[src/rtl/ps2_pkg.sv]
// Shared constants and types for the PS/2 set-2 key decoder.
package ps2_pkg;

  // Set-2 prefix and special scan codes.
  localparam logic [7:0] SC_EXT    = 8'hE0;
  localparam logic [7:0] SC_BRK    = 8'hF0;
  localparam logic [7:0] SC_PAUSE  = 8'hE1;
  localparam logic [7:0] SC_LSHIFT = 8'h12;
  localparam logic [7:0] SC_RSHIFT = 8'h59;

  // Bytes the keyboard sends on buffer overrun / internal error.
  localparam logic [7:0] SC_ERR_LO = 8'h00;
  localparam logic [7:0] SC_ERR_HI = 8'hFF;

  // Receiver handshake: sample, pop strobe, settle gap.
  typedef enum logic [1:0] {
    StIdle = 2'd0,
    StAck  = 2'd1,
    StGap  = 2'd2
  } hs_state_e;

  // Identity of a physical key: extended flag plus scan code.
  typedef struct packed {
    logic       ext;
    logic [7:0] code;
  } key_id_t;

endpackage

[src/rtl/scancode_to_ascii.sv]
// Combinational set-2 scan code to ASCII lookup for letters, digits, space
// and enter. Unmapped codes return 8'h00.
module scancode_to_ascii (
  input  logic [7:0] code,
  input  logic       shift,
  output logic [7:0] ascii
);

  logic [7:0] letter;
  logic [7:0] other;

  // Lower-case letter table; zero when the code is not a letter.
  always_comb begin
    letter = 8'h00;
    case (code)
      8'h1C:   letter = 8'h61; // a
      8'h32:   letter = 8'h62; // b
      8'h21:   letter = 8'h63; // c
      8'h23:   letter = 8'h64; // d
      8'h24:   letter = 8'h65; // e
      8'h2B:   letter = 8'h66; // f
      8'h34:   letter = 8'h67; // g
      8'h33:   letter = 8'h68; // h
      8'h43:   letter = 8'h69; // i
      8'h3B:   letter = 8'h6A; // j
      8'h42:   letter = 8'h6B; // k
      8'h4B:   letter = 8'h6C; // l
      8'h3A:   letter = 8'h6D; // m
      8'h31:   letter = 8'h6E; // n
      8'h44:   letter = 8'h6F; // o
      8'h4D:   letter = 8'h70; // p
      8'h15:   letter = 8'h71; // q
      8'h2D:   letter = 8'h72; // r
      8'h1B:   letter = 8'h73; // s
      8'h2C:   letter = 8'h74; // t
      8'h3C:   letter = 8'h75; // u
      8'h2A:   letter = 8'h76; // v
      8'h1D:   letter = 8'h77; // w
      8'h22:   letter = 8'h78; // x
      8'h35:   letter = 8'h79; // y
      8'h1A:   letter = 8'h7A; // z
      default: letter = 8'h00;
    endcase
  end

  // Digits, space and enter; these ignore shift.
  always_comb begin
    other = 8'h00;
    case (code)
      8'h45:   other = 8'h30; // 0
      8'h16:   other = 8'h31; // 1
      8'h1E:   other = 8'h32; // 2
      8'h26:   other = 8'h33; // 3
      8'h25:   other = 8'h34; // 4
      8'h2E:   other = 8'h35; // 5
      8'h36:   other = 8'h36; // 6
      8'h3D:   other = 8'h37; // 7
      8'h3E:   other = 8'h38; // 8
      8'h46:   other = 8'h39; // 9
      8'h29:   other = 8'h20; // space
      8'h5A:   other = 8'h0D; // enter
      default: other = 8'h00;
    endcase
  end

  // Letter and non-letter code sets are disjoint, so a plain merge suffices.
  always_comb begin
    ascii = other;
    if (letter != 8'h00) begin
      ascii = shift ? (letter - 8'h20) : letter;
    end
  end

endmodule

[src/rtl/ps2_key_decoder.sv]
// PS/2 set-2 key decoder: pops bytes from the receiver FIFO, folds E0/F0/E1
// prefixes into single key events and tracks shift, held key and press count.
module ps2_key_decoder
  import ps2_pkg::*;
#(
  parameter int unsigned PAUSE_LEN = 7,
  parameter int unsigned CNT_W     = 8
) (
  input  logic             clk,
  input  logic             clrn,
  input  logic [7:0]       data,
  input  logic             ready,
  input  logic             overflow,
  output logic             nextdata_n,
  output logic             key_valid,
  output logic [7:0]       key_code,
  output logic             key_ext,
  output logic             key_release,
  output logic             key_repeat,
  output logic [7:0]       key_ascii,
  output logic             shift,
  output logic [CNT_W-1:0] press_count,
  output logic             err_overflow
);

  localparam int unsigned SKIP_W = (PAUSE_LEN < 2) ? 1 : $clog2(PAUSE_LEN + 1);
  localparam logic [SKIP_W-1:0] SKIP_LOAD = SKIP_W'(PAUSE_LEN);
  localparam logic [SKIP_W-1:0] SKIP_ONE  = SKIP_W'(1);

  hs_state_e state_q;

  // A byte is consumed at the edge where IDLE sees a non-empty FIFO.
  logic take;
  assign take = (state_q == StIdle) && ready;

  // Prefix state.
  logic              ext_q, ext_d;
  logic              brk_q, brk_d;
  logic [SKIP_W-1:0] skip_q, skip_d;

  // Raw event produced by the current byte.
  logic       ev_fire;
  logic       ev_pause;
  logic       ev_ext;
  logic       ev_rel;
  logic [7:0] ev_code;

  // Key tracking state.
  key_id_t          held_q, held_d;
  logic             held_valid_q, held_valid_d;
  logic             lshift_q, lshift_d;
  logic             rshift_q, rshift_d;
  logic [CNT_W-1:0] count_d;

  key_id_t    ev_id;
  logic       held_match;
  logic       is_make;
  logic       ev_repeat;
  logic [7:0] map_ascii;
  logic [7:0] ascii_d;

  assign shift = lshift_q | rshift_q;

  // Lookup uses the shift state from before the current byte.
  scancode_to_ascii u_ascii (
    .code  (data),
    .shift (shift),
    .ascii (map_ascii)
  );

  // Prefix resolution for the byte being consumed.
  always_comb begin
    ext_d    = ext_q;
    brk_d    = brk_q;
    skip_d   = skip_q;
    ev_fire  = 1'b0;
    ev_pause = 1'b0;
    ev_ext   = 1'b0;
    ev_rel   = 1'b0;
    ev_code  = data;
    if (take) begin
      if (skip_q != '0) begin
        // Pause tail bytes are swallowed; the last one releases the event.
        skip_d = skip_q - SKIP_ONE;
        if (skip_q == SKIP_ONE) begin
          ev_fire  = 1'b1;
          ev_pause = 1'b1;
          ev_code  = SC_PAUSE;
        end
      end else begin
        case (data)
          SC_PAUSE: begin
            skip_d = SKIP_LOAD;
            ext_d  = 1'b0;
            brk_d  = 1'b0;
          end
          SC_EXT: ext_d = 1'b1;
          SC_BRK: brk_d = 1'b1;
          SC_ERR_LO, SC_ERR_HI: begin
            ext_d = 1'b0;
            brk_d = 1'b0;
          end
          default: begin
            ev_fire = 1'b1;
            ev_ext  = ext_q;
            ev_rel  = brk_q;
            ext_d   = 1'b0;
            brk_d   = 1'b0;
          end
        endcase
      end
    end
    // Overflow means bytes were lost, so any partial sequence is meaningless.
    if (overflow) begin
      ext_d  = 1'b0;
      brk_d  = 1'b0;
      skip_d = '0;
    end
  end

  // Repeat detection, held-key, shift and press-count next state.
  always_comb begin
    ev_id        = '{ext: ev_ext, code: ev_code};
    held_match   = held_valid_q && (held_q == ev_id);
    is_make      = ev_fire && !ev_pause && !ev_rel;
    ev_repeat    = is_make && held_match;
    held_d       = held_q;
    held_valid_d = held_valid_q;
    lshift_d     = lshift_q;
    rshift_d     = rshift_q;
    count_d      = press_count;
    if (is_make && !held_match) begin
      count_d      = press_count + CNT_W'(1);
      held_d       = ev_id;
      held_valid_d = 1'b1;
    end
    if (ev_fire && !ev_pause && ev_rel && held_match) begin
      held_valid_d = 1'b0;
    end
    if (ev_fire && !ev_pause && !ev_ext) begin
      if (ev_code == SC_LSHIFT) lshift_d = !ev_rel;
      if (ev_code == SC_RSHIFT) rshift_d = !ev_rel;
    end
    ascii_d = (is_make && !ev_ext) ? map_ascii : 8'h00;
  end

  // Handshake FSM; nextdata_n is low for exactly the cycle after a sample.
  always_ff @(posedge clk) begin
    if (!clrn) begin
      state_q    <= StIdle;
      nextdata_n <= 1'b1;
    end else begin
      unique case (state_q)
        StIdle: begin
          nextdata_n <= 1'b1;
          if (ready) begin
            state_q    <= StAck;
            nextdata_n <= 1'b0;
          end
        end
        StAck: begin
          state_q    <= StGap;
          nextdata_n <= 1'b1;
        end
        StGap: begin
          state_q    <= StIdle;
          nextdata_n <= 1'b1;
        end
        default: begin
          state_q    <= StIdle;
          nextdata_n <= 1'b1;
        end
      endcase
    end
  end

  // Decoder state and registered event outputs; event fields hold between strobes.
  always_ff @(posedge clk) begin
    if (!clrn) begin
      ext_q        <= 1'b0;
      brk_q        <= 1'b0;
      skip_q       <= '0;
      held_q       <= '0;
      held_valid_q <= 1'b0;
      lshift_q     <= 1'b0;
      rshift_q     <= 1'b0;
      press_count  <= '0;
      err_overflow <= 1'b0;
      key_valid    <= 1'b0;
      key_code     <= 8'h00;
      key_ext      <= 1'b0;
      key_release  <= 1'b0;
      key_repeat   <= 1'b0;
      key_ascii    <= 8'h00;
    end else begin
      ext_q        <= ext_d;
      brk_q        <= brk_d;
      skip_q       <= skip_d;
      held_q       <= held_d;
      held_valid_q <= held_valid_d;
      lshift_q     <= lshift_d;
      rshift_q     <= rshift_d;
      press_count  <= count_d;
      err_overflow <= err_overflow | overflow;
      key_valid    <= ev_fire;
      if (ev_fire) begin
        key_code    <= ev_code;
        key_ext     <= ev_ext;
        key_release <= ev_rel;
        key_repeat  <= ev_repeat;
        key_ascii   <= ascii_d;
      end
    end
  end

endmodule

[config.mk]
export PLATFORM = sky130hd
export DESIGN_NAME = ps2_key_decoder
export DESIGN_NICKNAME = d
export VERILOG_FILES = /design/src/rtl/ps2_pkg.sv /design/src/rtl/scancode_to_ascii.sv /design/src/rtl/ps2_key_decoder.sv
export SDC_FILE = /design/constraint.sdc
export NUM_CORES = 1
export LEC_CHECK = 0
export ABC_AREA = 1
export BUFFER_PORTS_ARGS = -buffer_cell sky130_fd_sc_hd__buf_2
export CAP_MARGIN = 20
export CORE_UTILIZATION = 40
export CTS_BUF_LIST = sky130_fd_sc_hd__clkbuf_16
export DETAILED_ROUTE_END_ITERATION = 16
export PLACE_DENSITY_LB_ADDON = 0.3
export SYNTH_ARGS = -nofsm -noshare
export SYNTH_HDL_FRONTEND = slang
export SYNTH_HIERARCHICAL = 1
export SYNTH_SLANG_ARGS = --single-unit
[constraint.sdc]
create_clock -name clk -period 3.1 [get_ports clk]
set_clock_uncertainty 0.15 [all_clocks]
set_input_delay 0.155 -clock clk [delete_from_list [all_inputs] [get_ports clk]]
set_output_delay 0.155 -clock clk [all_outputs]
set_load 0.1 [all_outputs]
; Word level (Yosys, flattened, before mapping)
; Memory sizes are Yosys's and may differ from the RTL's.
; Index checks and enable logic that the tools add are counted.
[totals]
ff_bits = 49
rom_bits = 896
in_bits = 12
wordCells = 105
n_memories = 1
[memory_table]
columns = memory, words, width, rd, rd_clocked_by_memory_dff, write_ports, line
row1 = (name not given), 128, 7, 1, 0, 0, scancode_to_ascii.sv:15  ; case (code)
[classes]
n_addsub = 3
n_eq_ne = 22
mux = 27
bitwise = 6
reduce_logical = 28
[op_table]
columns = op, count
row1 = $pmux 6 s12, 1
row2 = $eq 8x6->1 const B, 7
row3 = $mux 8, 7
row4 = $eq 8x7->1 const B, 4
row5 = $eq 8x8->1 const B, 4
row6 = $eq 8x5->1 const B, 3
row7 = $mux 1, 13
row8 = $logic_and 1x1->1, 10
row9 = $eq 9x9->1, 1
row10 = $add 8x1->8 const B, 1
row11 = $logic_not 8->1, 1
row12 = $reduce_and 2->1, 4
row13 = $reduce_bool 8->1, 1
row14 = $sub 8x6->8 const B, 1
row15 = $mux 3, 2
row16 = $reduce_and 3->1, 2
row17 = $reduce_or 5->1, 1
row18 = $logic_not 1->1, 4
row19 = $not 1->1, 4
row20 = $pmux 1 s2, 2
row21 = $pmux 2 s2, 1
row22 = $reduce_or 2->1, 2
row23 = $eq 3x1->1 const B, 1
row24 = $reduce_bool 3->1, 1
row25 = 7 further kinds, 8

; Depth between registers and ports, before layout
; Gate-level depths: netlist (run 1).
[logic_depth]
depth_word = 9
depth_mapped = 17
mapped_depth_nobuf = 17

; Modules after synthesis
; The synthesis (run 1) kept the hierarchy.
[by_module_without_submodules]
columns = mod, instances, cells_each, area_per_inst_um2, seq_area_each_um2
row1 = ps2_key_decoder, 1, 388, 2547.4, 980.9
row2 = scancode_to_ascii, 1, 188, 933.4, 0.0

; Worst setup path before layout (run 1)
; OpenSTA, ideal clock, no wires.
[synth_path]
path_type = reg-to-reg
startpoint = register press_count[0]
endpoint = register press_count[6]
arrival_ps = 1897
required_ps = 2831
slack_ps = 933
path_stages_with_launch = 7
path_buffers = 0
path_cell_list = dfxtp_1 ha_1 nand2_1 nor4_1 nand3_1 nand2_1 nor2_1
[synth_via]
elab_chain_len = 1
[synth_lines]
columns = element, line
row1 = from (decl), ps2_key_decoder.sv:22  ; output logic [CNT_W-1:0] press_count,
row2 = from (signal assigned), ps2_key_decoder.sv:203  ; press_count <= count_d;
row3 = $add 8x1->8, ps2_key_decoder.sv:133  ; count_d = press_count + CNT_W'(1);
; Every way passes these cells.
; A chain may end at the register's enable or synchronous reset.

; Final worst setup path (run 1)
[layout_path]
startpoint = register skip_q[1]
endpoint = register press_count[4]
[layout_via]
elab_chain_len = 8
[layout_lines]
columns = element, line
row1 = from (decl), ps2_key_decoder.sv:39  ; logic [SKIP_W-1:0] skip_q, skip_d;
row2 = from (signal assigned), ps2_key_decoder.sv:198  ; skip_q <= skip_d;
row3 = $eq 3x1->1, ps2_key_decoder.sv:85  ; if (skip_q == SKIP_ONE) begin
row4 = $mux 8 or $mux 1 (tied branches), ps2_key_decoder.sv:85
row5 = $mux 8 or $mux 1 (tied branches), ps2_key_decoder.sv:82  ; if (skip_q != '0) begin
row6 = $mux 8 or $mux 1 (tied branches), ps2_key_decoder.sv:81  ; if (take) begin
row7 = $eq 9x9->1 or $logic_not 1->1 (tied branches), "ps2_key_decoder.sv:124, ps2_key_decoder.sv:125"
row8 = $logic_and 1x1->1 (on tied branches), "ps2_key_decoder.sv:124, ps2_key_decoder.sv:125"
row9 = $logic_not 1->1 or $logic_and 1x1->1 (tied branches), "ps2_key_decoder.sv:132, ps2_key_decoder.sv:125"
row10 = $logic_and 1x1->1 *, ps2_key_decoder.sv:132  ; if (is_make && !held_match) begin
; Every way passes the cells marked *; elsewhere a longest branch is shown, timed or not.

==> results of run 1 <==
[power groups by stage]
stage	clock network, mW	registers, mW	logic, mW
global route	0.600	0.692	0.511
global placement	0	0.701	0.458
finish	0.562	0.688	0.465
CTS	0.571	0.688	0.463
detailed placement	0	0.702	0.461
floorplan	0	0.837	0.236
[worst min-delay path, stage by stage]
cell and delay, ns:
buf_2 0.11, nand2_1 0.08, nor2_1 0.06
[cell type report]
cell class | count | area (sq um) | share of cell area [%]
multi-input combinational | 429 | 2069 | 53.46
tap | 105 | 131.4 | 3.394
timing repair buffer | 44 | 227.7 | 5.882
clock inverter | 3 | 26.28 | 0.6787
sequential | 49 | 980.9 | 25.34
inverter | 82 | 310.3 | 8.016
clock buffer | 5 | 125.1 | 3.232
[flip-flops by register name, summed over array words and instances, names as in the netlist, 2 cells and up]
signal	cells
held_q	9
key_ascii	8
key_code	8
press_count	8
skip_q	3
state_q	2
[worst paths after layout]
path | end | slack [ns] | cells past startpoint
worst max-delay path | press_count[4] | 0.48 | 16
worst min-delay path | state_q[0] | 0.003 | 3
worst max register to register | press_count[4] | 0.48 | 16
worst min register to register | state_q[1] | 0.30 | 2
[per-stage QoR]
stage | utilization, % | hold slack [ns] | power (mW) | area (sq um)
6_report | 46.65 | 0.003066 | 1.715 | 3871
4_1_cts | 46.65 | 0.006907 | 1.721 | 3871
3_5_place_dp | 44.70 | 0.2500 | 1.163 | 3710
3_3_place_gp | 44.70 | 0.2340 | 1.159 | 3710
2_1_floorplan | - | 0.1257 | 1.073 | 3481
5_1_grt | 46.65 | 0.02488 | 1.804 | 3871
[per-layer routing]
metal | track usage, % | vias to the layer above | part of all wire, %
met5 | 0 | - | 0
met4 | 5.556 | 0 | 1.3
met3 | 3.828 | 15 | 4.2
met2 | 31.13 | 100 | 44
met1 | 29.34 | 1625 | 51
li1 | - | 1891 | -
[logic make-up after synthesis]
group	synth area share, %
AO/OA/AOI/OAI	10.53
XOR/XNOR	0.7550
adder cells (fa/ha/maj)	4.673
buffers and inverters	12.37
flip-flops	28.18
AND/OR/NAND/NOR	43.49
[cell usage in the layout, fill, tap and decap left out, drive strengths merged, types with 3 or more instances in the layout]
cell,Yosys,final
nand4,6,6
nand2,180,180
xor2,3,3
a21oi,46,46
ha,13,13
o21ai,20,20
nand3b,5,5
nor2,75,75
buf,13,43
dfxtp,49,49
nor3,12,12
nand3,62,62
clkbuf,3,5
inv,82,83
==> impl_metrics.env, run 1 <==
export IMPL_run_status="finished clean"
export IMPL_holdCritStartpoint="ready"
export IMPL_syn_avg_cell_area_sq_um=6.043
export IMPL_ant_nets=0
export IMPL_netlist_area_leader_share_pct=28.18
export IMPL_power_density_nw_per_um2=443.0
export IMPL_row_count=33
export IMPL_crit_fanout=27
export IMPL_rsz0062_at_grt="no"
export IMPL_cp_required_ns=3.11
export IMPL_grt_remaining_overflow=0
export IMPL_track_usage_pct=20.50
export IMPL_nFillCells=885
export IMPL_final_period_utilization_pct=84.54
export IMPL_seq_power_share_pct=40.1
export IMPL_synth_seq_area_share_pct=28.18
export IMPL_hold_viol=0
export IMPL_hold_buffers=1
export IMPL_synthToLayoutAreaGrowth_pct=11.21
export IMPL_crit_path_start_kind="flop"
export IMPL_drv_slew=0
export IMPL_cts_root_buf="clkbuf_16"
export IMPL_via_count=3631
export IMPL_num_antenna_cells=0
export IMPL_cp_arrival_ns=2.63
export IMPL_synth_edf_count=0
export IMPL_cp_slowest_cell="dfxtp_1"
export IMPL_cts_buffers=5
export IMPL_io_pins=43
export IMPL_worstPathCellList="inv_1 -> ha_1 -> nand2_1 -> nor2_1 -> nand2_2 -> nand2_1 -> nand2_1 -> nand2_1 -> nor2_1 -> nand2_1 -> nor2_4 -> nand3_4 -> nand2_1 -> nand2_1 -> nand2_1 -> nor2_1"
export IMPL_setup_violations=0
export IMPL_startpoint="skip_q[1]"
export IMPL_wire_per_inst_microns=12.37
export IMPL_path_buf_inv=1
export IMPL_initial_core_util_pct=41.94
export IMPL_antenna_found_initial=0
export IMPL_drive_above_1_share_pct=13.73
export IMPL_dp_hpwl_microns=6667
export IMPL_netlist_area_sq_um=3481
export IMPL_worst_path_most_repeated_cell="nand2_1"
export IMPL_placed_cells=708
export IMPL_avgViaCountPerCell=5.064
export IMPL_dp_slack_ns=0.4537
export IMPL_tns_ns=0
export IMPL_synth_top_cells_by_count="nand2_1, inv_1, nor2_1"
export IMPL_maxSlewHeadroom_pct=46.46
export IMPL_drc=0
export IMPL_max_cap_violations=0
export IMPL_grt_pass1_vias=3109
export IMPL_syn_nets=601
export IMPL_cts_resized=0
export IMPL_fmax_mhz=381.6
export IMPL_r2r_start="skip_q[1]"
export IMPL_drtIter0Drc=262
export IMPL_die_height_microns=95.29
export IMPL_die_width_microns=95.29
export IMPL_core_area_sq_um=8299
export IMPL_clk_latency_ns=0.29
export IMPL_port_buffers=42
export IMPL_finalWirelength_microns=8868
export IMPL_cp_end_kind="flop"
export IMPL_synth_area_leader_cell="dfxtp_1"
export IMPL_power_frac_clock_pct=32.8
export IMPL_swShare_pct=37.14
export IMPL_p_sw_mw=0.6370
export IMPL_worstMarginPinSlew_ns=0.8009
export IMPL_synthCells=576
export IMPL_min_delay_path_class="in -> reg"
export IMPL_intPower_mw=1.078
export IMPL_clk_pin_slew_ns=0.07
export IMPL_grt_max_degree=28
export IMPL_cp_slowest_stage_delay_ns=0.33
export IMPL_synthTopCellsByArea="dfxtp_1, nand2_1, nand3_1, inv_1, nor2_1"
export IMPL_cts_sinks=49
export IMPL_ys_ff_latch=49
export IMPL_postSynth_asyncResetShare_pct=0
export IMPL_nets=636
export IMPL_fin_cells=717
export IMPL_htree_num_levels=2
export IMPL_gp_congestion=0.9243
export IMPL_p_leak_nw=1.968
export IMPL_grt_pass1_wl_microns=14680
export IMPL_die_area_sq_um=9079
export IMPL_cts_setup_buffers=0
export IMPL_power_frac_comb_pct=27.1
export IMPL_drtPass1Iterations=5
export IMPL_min_period_ns=2.621
export IMPL_cts_tree="done"
export IMPL_ir_drop_v=0.0002385
export IMPL_yosysUniqueCellTypes=33
export IMPL_yosysWarnings=6
export IMPL_crit_type="reg -> reg"
export IMPL_cp_top_family="simple AND/OR/NAND/NOR gates"
export IMPL_setup_ws_ns=0.4793
export IMPL_yosysMostFrequentCell="nand2_1"
export IMPL_synth_ff_type="dfxtp_1"
export IMPL_cts_buffer_depth=2
(Power assumes the default switching activity.)
==> inputs of run 2 (changes only) <==
Clock period 3.1 ns to 2.3 ns, I/O delays scaled along.
==> run 2 against run 1 <==
Against the previous run:
- setup slack got worse by 0.34 ns
- final cell count up 4.3%
- sequential power grew 35%
- register-to-register slack worse by 0.34 ns
- non-clock buffer count rose by 30
- critical path type unchanged
==> impl_metrics.env, run 2 (synthesis results as in run 1) <==
export IMPL_nFillCells=868
export IMPL_place_area_sq_um=3910
export IMPL_die_height_microns=95.29
export IMPL_synthToLayoutAreaGrowth_pct=19.45
export IMPL_power_density_nw_per_um2=567.5
export IMPL_cts_buffers=5
export IMPL_clk_latency_ns=0.29
export IMPL_drive_above_1_share_pct=18.82
export IMPL_regMostFlops="held_q"
export IMPL_cts_tree="done"
export IMPL_min_delay_path_class="in -> reg"
export IMPL_cp_end_kind="flop"
export IMPL_io_pins=43
export IMPL_cp_slowest_stage_delay_ns=0.34
export IMPL_seqCellArea_sq_um=982.2
export IMPL_nets=667
export IMPL_fmax_mhz=463.5
export IMPL_num_antenna_cells=0
export IMPL_final_cell_mix="nand2_1, inv_1, nor2_1, nand3_1, dfxtp_1"
export IMPL_htree_num_levels=2
export IMPL_grt_remaining_overflow=0
export IMPL_finalPower_mw=2.359
export IMPL_row_count=33
export IMPL_worst_path_most_repeated_cell="nand2_1"
export IMPL_crit_type="reg -> reg"
export IMPL_via_count=3744
export IMPL_multi_input_area_sq_um=2108
export IMPL_setup_violations=0
export IMPL_gp_congestion=0.8930
export IMPL_avgViaCountPerCell=5.005
export IMPL_dp_hpwl_microns=7082
export IMPL_rsz0062_at_grt="yes"
export IMPL_wire_per_inst_microns=12.48
export IMPL_hold_viol=0
export IMPL_drc=0
export IMPL_drtIter0Drc=212
export IMPL_port_buffers=42
export IMPL_drtPass1Iterations=6
export IMPL_cts_sinks=49
export IMPL_grt_pass1_wl_microns=15070
export IMPL_max_cap_violations=0
export IMPL_drv_slew=0
export IMPL_track_usage_pct=21.06
export IMPL_whs_ns=0.08252
export IMPL_p_leak_nw=2.144
export IMPL_cp_slowest_cell="dfxtp_2"
export IMPL_run_status="finished clean"
export IMPL_crit_path_start_kind="flop"
export IMPL_worstMarginPinSlew_ns=0.5429
export IMPL_initial_core_util_pct=41.94
export IMPL_maxSlewHeadroom_pct=63.53
export IMPL_finalWirelength_microns=9332
export IMPL_cts_buffer_depth=2
export IMPL_final_period_utilization_pct=93.81
export IMPL_largest_reg_flops=9
export IMPL_core_area_sq_um=8299
export IMPL_die_area_sq_um=9079
export IMPL_cp_arrival_ns=2.19
export IMPL_ir_drop_v=0.0003231
export IMPL_final_area_sq_um=4158
export IMPL_grt_max_degree=23
export IMPL_crit_fanout=14
export IMPL_cp_required_ns=2.34
export IMPL_cts_root_buf="clkbuf_16"
export IMPL_worstPathCellList="inv_1 -> ha_2 -> nand2_1 -> nor2_2 -> nand3_2 -> nor2_4 -> nand2_2 -> inv_2 -> buf_12 -> nand3b_1 -> nand2_1 -> nor2_1"
export IMPL_antenna_found_initial=0
export IMPL_min_period_ns=2.158
export IMPL_layout_commonest_cell="nand2_1"
export IMPL_grt_pass1_vias=3211
export IMPL_die_width_microns=95.29
export IMPL_clk_pin_slew_ns=0.07
export IMPL_ant_nets=0
run 2: worst max-delay path: cells and delay by family (launching register included):
family                     cells  cell delay, ns
and+or+nand+nor                8            0.89
DFF                            1            0.34
adders and majority gates      1            0.22
buffers and inverters          3            0.46
run 2: final cells by class:
cell class,count,share of cell area (%)
timing repair buffer,74,11.44
tap,105,3.160
clock buffer,5,3.009
sequential,49,23.62
inverter,82,7.463
clock inverter,3,0.6019
multi-input combinational,430,50.71
run 2: through the flow:
step,std cells,utilization [%],setup TNS (ns),worst slack (ns)
floorplan,576,-,0,0.1334
global placement,733,47.11,0,0.03740
detailed placement,733,47.11,-0.09610,-0.01994
CTS,743,49.22,0,0.02149
global route,748,50.10,-0.7304,-0.07724
finish,748,50.10,0,0.1424
run 2: final timing paths:
path | depth (start not counted) | slack [ns] | start | to
setup / recovery | 12 | 0.14 | skip_q[0] | held_q[7]
hold / removal | 3 | 0.08 | data[3] | key_code[3]
setup reg to reg | 12 | 0.14 | skip_q[0] | held_q[7]
hold reg to reg | 2 | 0.30 | state_q[0] | state_q[1]
run 2: per-layer routing:
metal	vias up	wire length, microns	GRT usage [%]
li1	1950	-	-
met1	1645	4597	29.74
met2	141	4133	33.39
met3	8	517	3.270
met4	0	84	4.798
met5	-	0	0
run 2: power breakdown:
part | switching (mW) | internal [mW]
Clock | 0.345 | 0.411
Combinational | 0.491 | 0.184
Sequential | 0.0338 | 0.894
Total | 0.870 | 1.49
run 2: repair_timing:
action,4_1_cts,5_1_grt
endpoints found under the setup margin,12,26
cloned,0,1
hold buffers,2,0
setup buffers,0,4
resized for setup,1,12
endpoints found under the hold margin,3,0
pin swaps,0,4
==> inputs of run 3 (changes only) <==
Settings changed: CORE_UTILIZATION 40 to 50.
==> run 3 against run 2 <==
Against the previous run:
- the run now ends with setup timing left
- register-to-register slack worse by 0.15 ns
- count of clock-buffer cells in the layout stayed put
- hold slack worse by 0.018 ns
- flip-flop and latch count stayed put
- combinational power is 3% higher
- maximum frequency is 6.4% lower
- sequential share of layout area is 0.77 points lower
- largest cell class unchanged
==> impl_metrics.env, run 3 (synthesis results as in run 1) <==
export IMPL_wire_per_inst_microns=13.10
export IMPL_cts_sinks=49
export IMPL_drtIter0Drc=244
export IMPL_power_density_nw_per_um2=553.4
export IMPL_port_buffers=42
export IMPL_clk_pin_slew_ns=0.07
export IMPL_highest_layer="met4"
export IMPL_num_antenna_cells=0
export IMPL_cts_tree="done"
export IMPL_final_cell_mix="nand2_1, inv_1, nor2_1, nand3_1, dfxtp_1"
export IMPL_run_status="complete, but fails checks"
export IMPL_finalPower_mw=2.381
export IMPL_gp_congestion=0.9177
export IMPL_core_area_sq_um=6756
export IMPL_nets=672
export IMPL_initial_core_util_pct=51.52
export IMPL_synthToLayoutAreaGrowth_pct=23.62
export IMPL_die_width_microns=85.44
export IMPL_cp_required_ns=2.34
export IMPL_htree_num_levels=2
export IMPL_crit_type="reg -> reg"
export IMPL_layout_commonest_cell="nand2_1"
export IMPL_cp_end_kind="flop"
export IMPL_min_delay_path_class="in -> reg"
export IMPL_endpoint="press_count[0]"
export IMPL_hold_viol=0
export IMPL_grt_pass1_vias=3338
export IMPL_final_area_sq_um=4303
export IMPL_grt_remaining_overflow=0
export IMPL_track_usage_pct=25.62
export IMPL_ant_nets=0
export IMPL_dr_wl_met3_microns=661
export IMPL_worstMarginPinSlew_ns=0.5575
export IMPL_rsz0062_at_grt="yes"
export IMPL_whs_ns=0.06468
export IMPL_min_period_ns=2.306
export IMPL_startpoint="skip_q[1]"
export IMPL_seqCellArea_sq_um=983.4
export IMPL_multi_input_area_sq_um=2215
export IMPL_r2r_start="skip_q[1]"
export IMPL_die_height_microns=85.44
export IMPL_cp_arrival_ns=2.35
export IMPL_regMostFlops="held_q"
export IMPL_drive_above_1_share_pct=22.22
export IMPL_wl_met1_microns=4307
export IMPL_reg2reg_depth=14
export IMPL_violations="setup timing"
export IMPL_dp_slack_ns=-0.1214
export IMPL_final_period_utilization_pct=100.3
export IMPL_max_cap_violations=0
export IMPL_timing_rr_end="press_count[0]"
export IMPL_setup_violations=3
export IMPL_met2WireLength_microns=4425
export IMPL_largest_reg_flops=9
export IMPL_via_count=3857
export IMPL_ir_drop_v=0.0003166
export IMPL_cts_buffers=5
export IMPL_row_count=30
export IMPL_drv_slew=0
export IMPL_tns_ns=-0.01645
export IMPL_drc=0
export IMPL_fin_cells=728
export IMPL_place_area_sq_um=3886
export IMPL_drtPass1Iterations=7
export IMPL_cts_root_buf="clkbuf_16"
export IMPL_avgViaCountPerCell=5.298
export IMPL_grt_max_degree=23
export IMPL_grt_pass1_wl_microns=15040
export IMPL_p_leak_nw=2.209
export IMPL_nFillCells=609
export IMPL_utilization_pct=63.69
export IMPL_crit_fanout=6
export IMPL_antenna_found_initial=0
export IMPL_die_area_sq_um=7299
export IMPL_regToRegSetupSlack_ns=-0.006
export IMPL_io_pins=43
export IMPL_cts_buffer_depth=2
export IMPL_clk_latency_ns=0.30
export IMPL_maxSlewHeadroom_pct=62.55
export IMPL_finalWirelength_microns=9534
export IMPL_fmax_mhz=433.7
export IMPL_placed_cells=709
export IMPL_crit_path_start_kind="flop"
export IMPL_dp_hpwl_microns=6809
export IMPL_holdCritStartpoint="clrn"
export IMPL_setup_ws_ns=-0.005840
## run 3: changes by cell type in the layout (fill, tap and decap cells not counted), sizes merged
cell | previous run | this run
clkinvlp | 1 | 2
nand2 | 181 | 182
buf | 72 | 75
clkbuf | 5 | 6
inv | 84 | 83
## run 3: repair_timing
action                                  4_1_cts  5_1_grt
endpoints found under the hold margin         4        0
endpoints found under the setup margin       13       26
hold buffers                                  2        0
gates cloned                                  1        2
resized for setup                             4       33
pin swaps                                     0       10
setup buffers                                 1        5
## run 3: worst min path at each step
stage,end,slack [ns],cells past startpoint
finish,skip_q[1],0.06,5
global route,key_code[3],0.08,3
floorplan,err_overflow,0.09,2
CTS,key_code[3],0.07,3
detailed placement,err_overflow,0.23,3
global placement,err_overflow,0.20,3
## run 3: layout make-up
type | instances | share of cell area, %
multi-input combinational | 431 | 51.47
clock buffer | 5 | 2.908
timing repair buffer | 78 | 12.56
clock inverter | 3 | 0.6106
sequential | 49 | 22.86
tap | 80 | 2.326
inverter | 82 | 7.270
## run 3: layer usage
layer,vias up,GRT usage [%]
li1,1967,-
met1,1701,35.00
met2,173,41.38
met4,0,6.970
met5,-,0
met3,16,4.767
## run 3: worst max-delay path, cell delays in order, from the launching register on
cell and delay, ns:
dfxtp_2 0.35, inv_4 0.05, buf_12 0.12, ha_4 0.16, nor2_4 0.20, nand2_4 0.12, nand3_1 0.12, nand2_2 0.09
nor2_4 0.10, nand2_2 0.07, nor2_4 0.15, nand3_4 0.15, buf_4 0.19, a21oi_1 0.13, nor2_1 0.06
## run 3: power by group
part           switching (mW)  internal (mW)
logic                   0.505          0.190
clock network           0.346          0.411
registers              0.0354          0.894
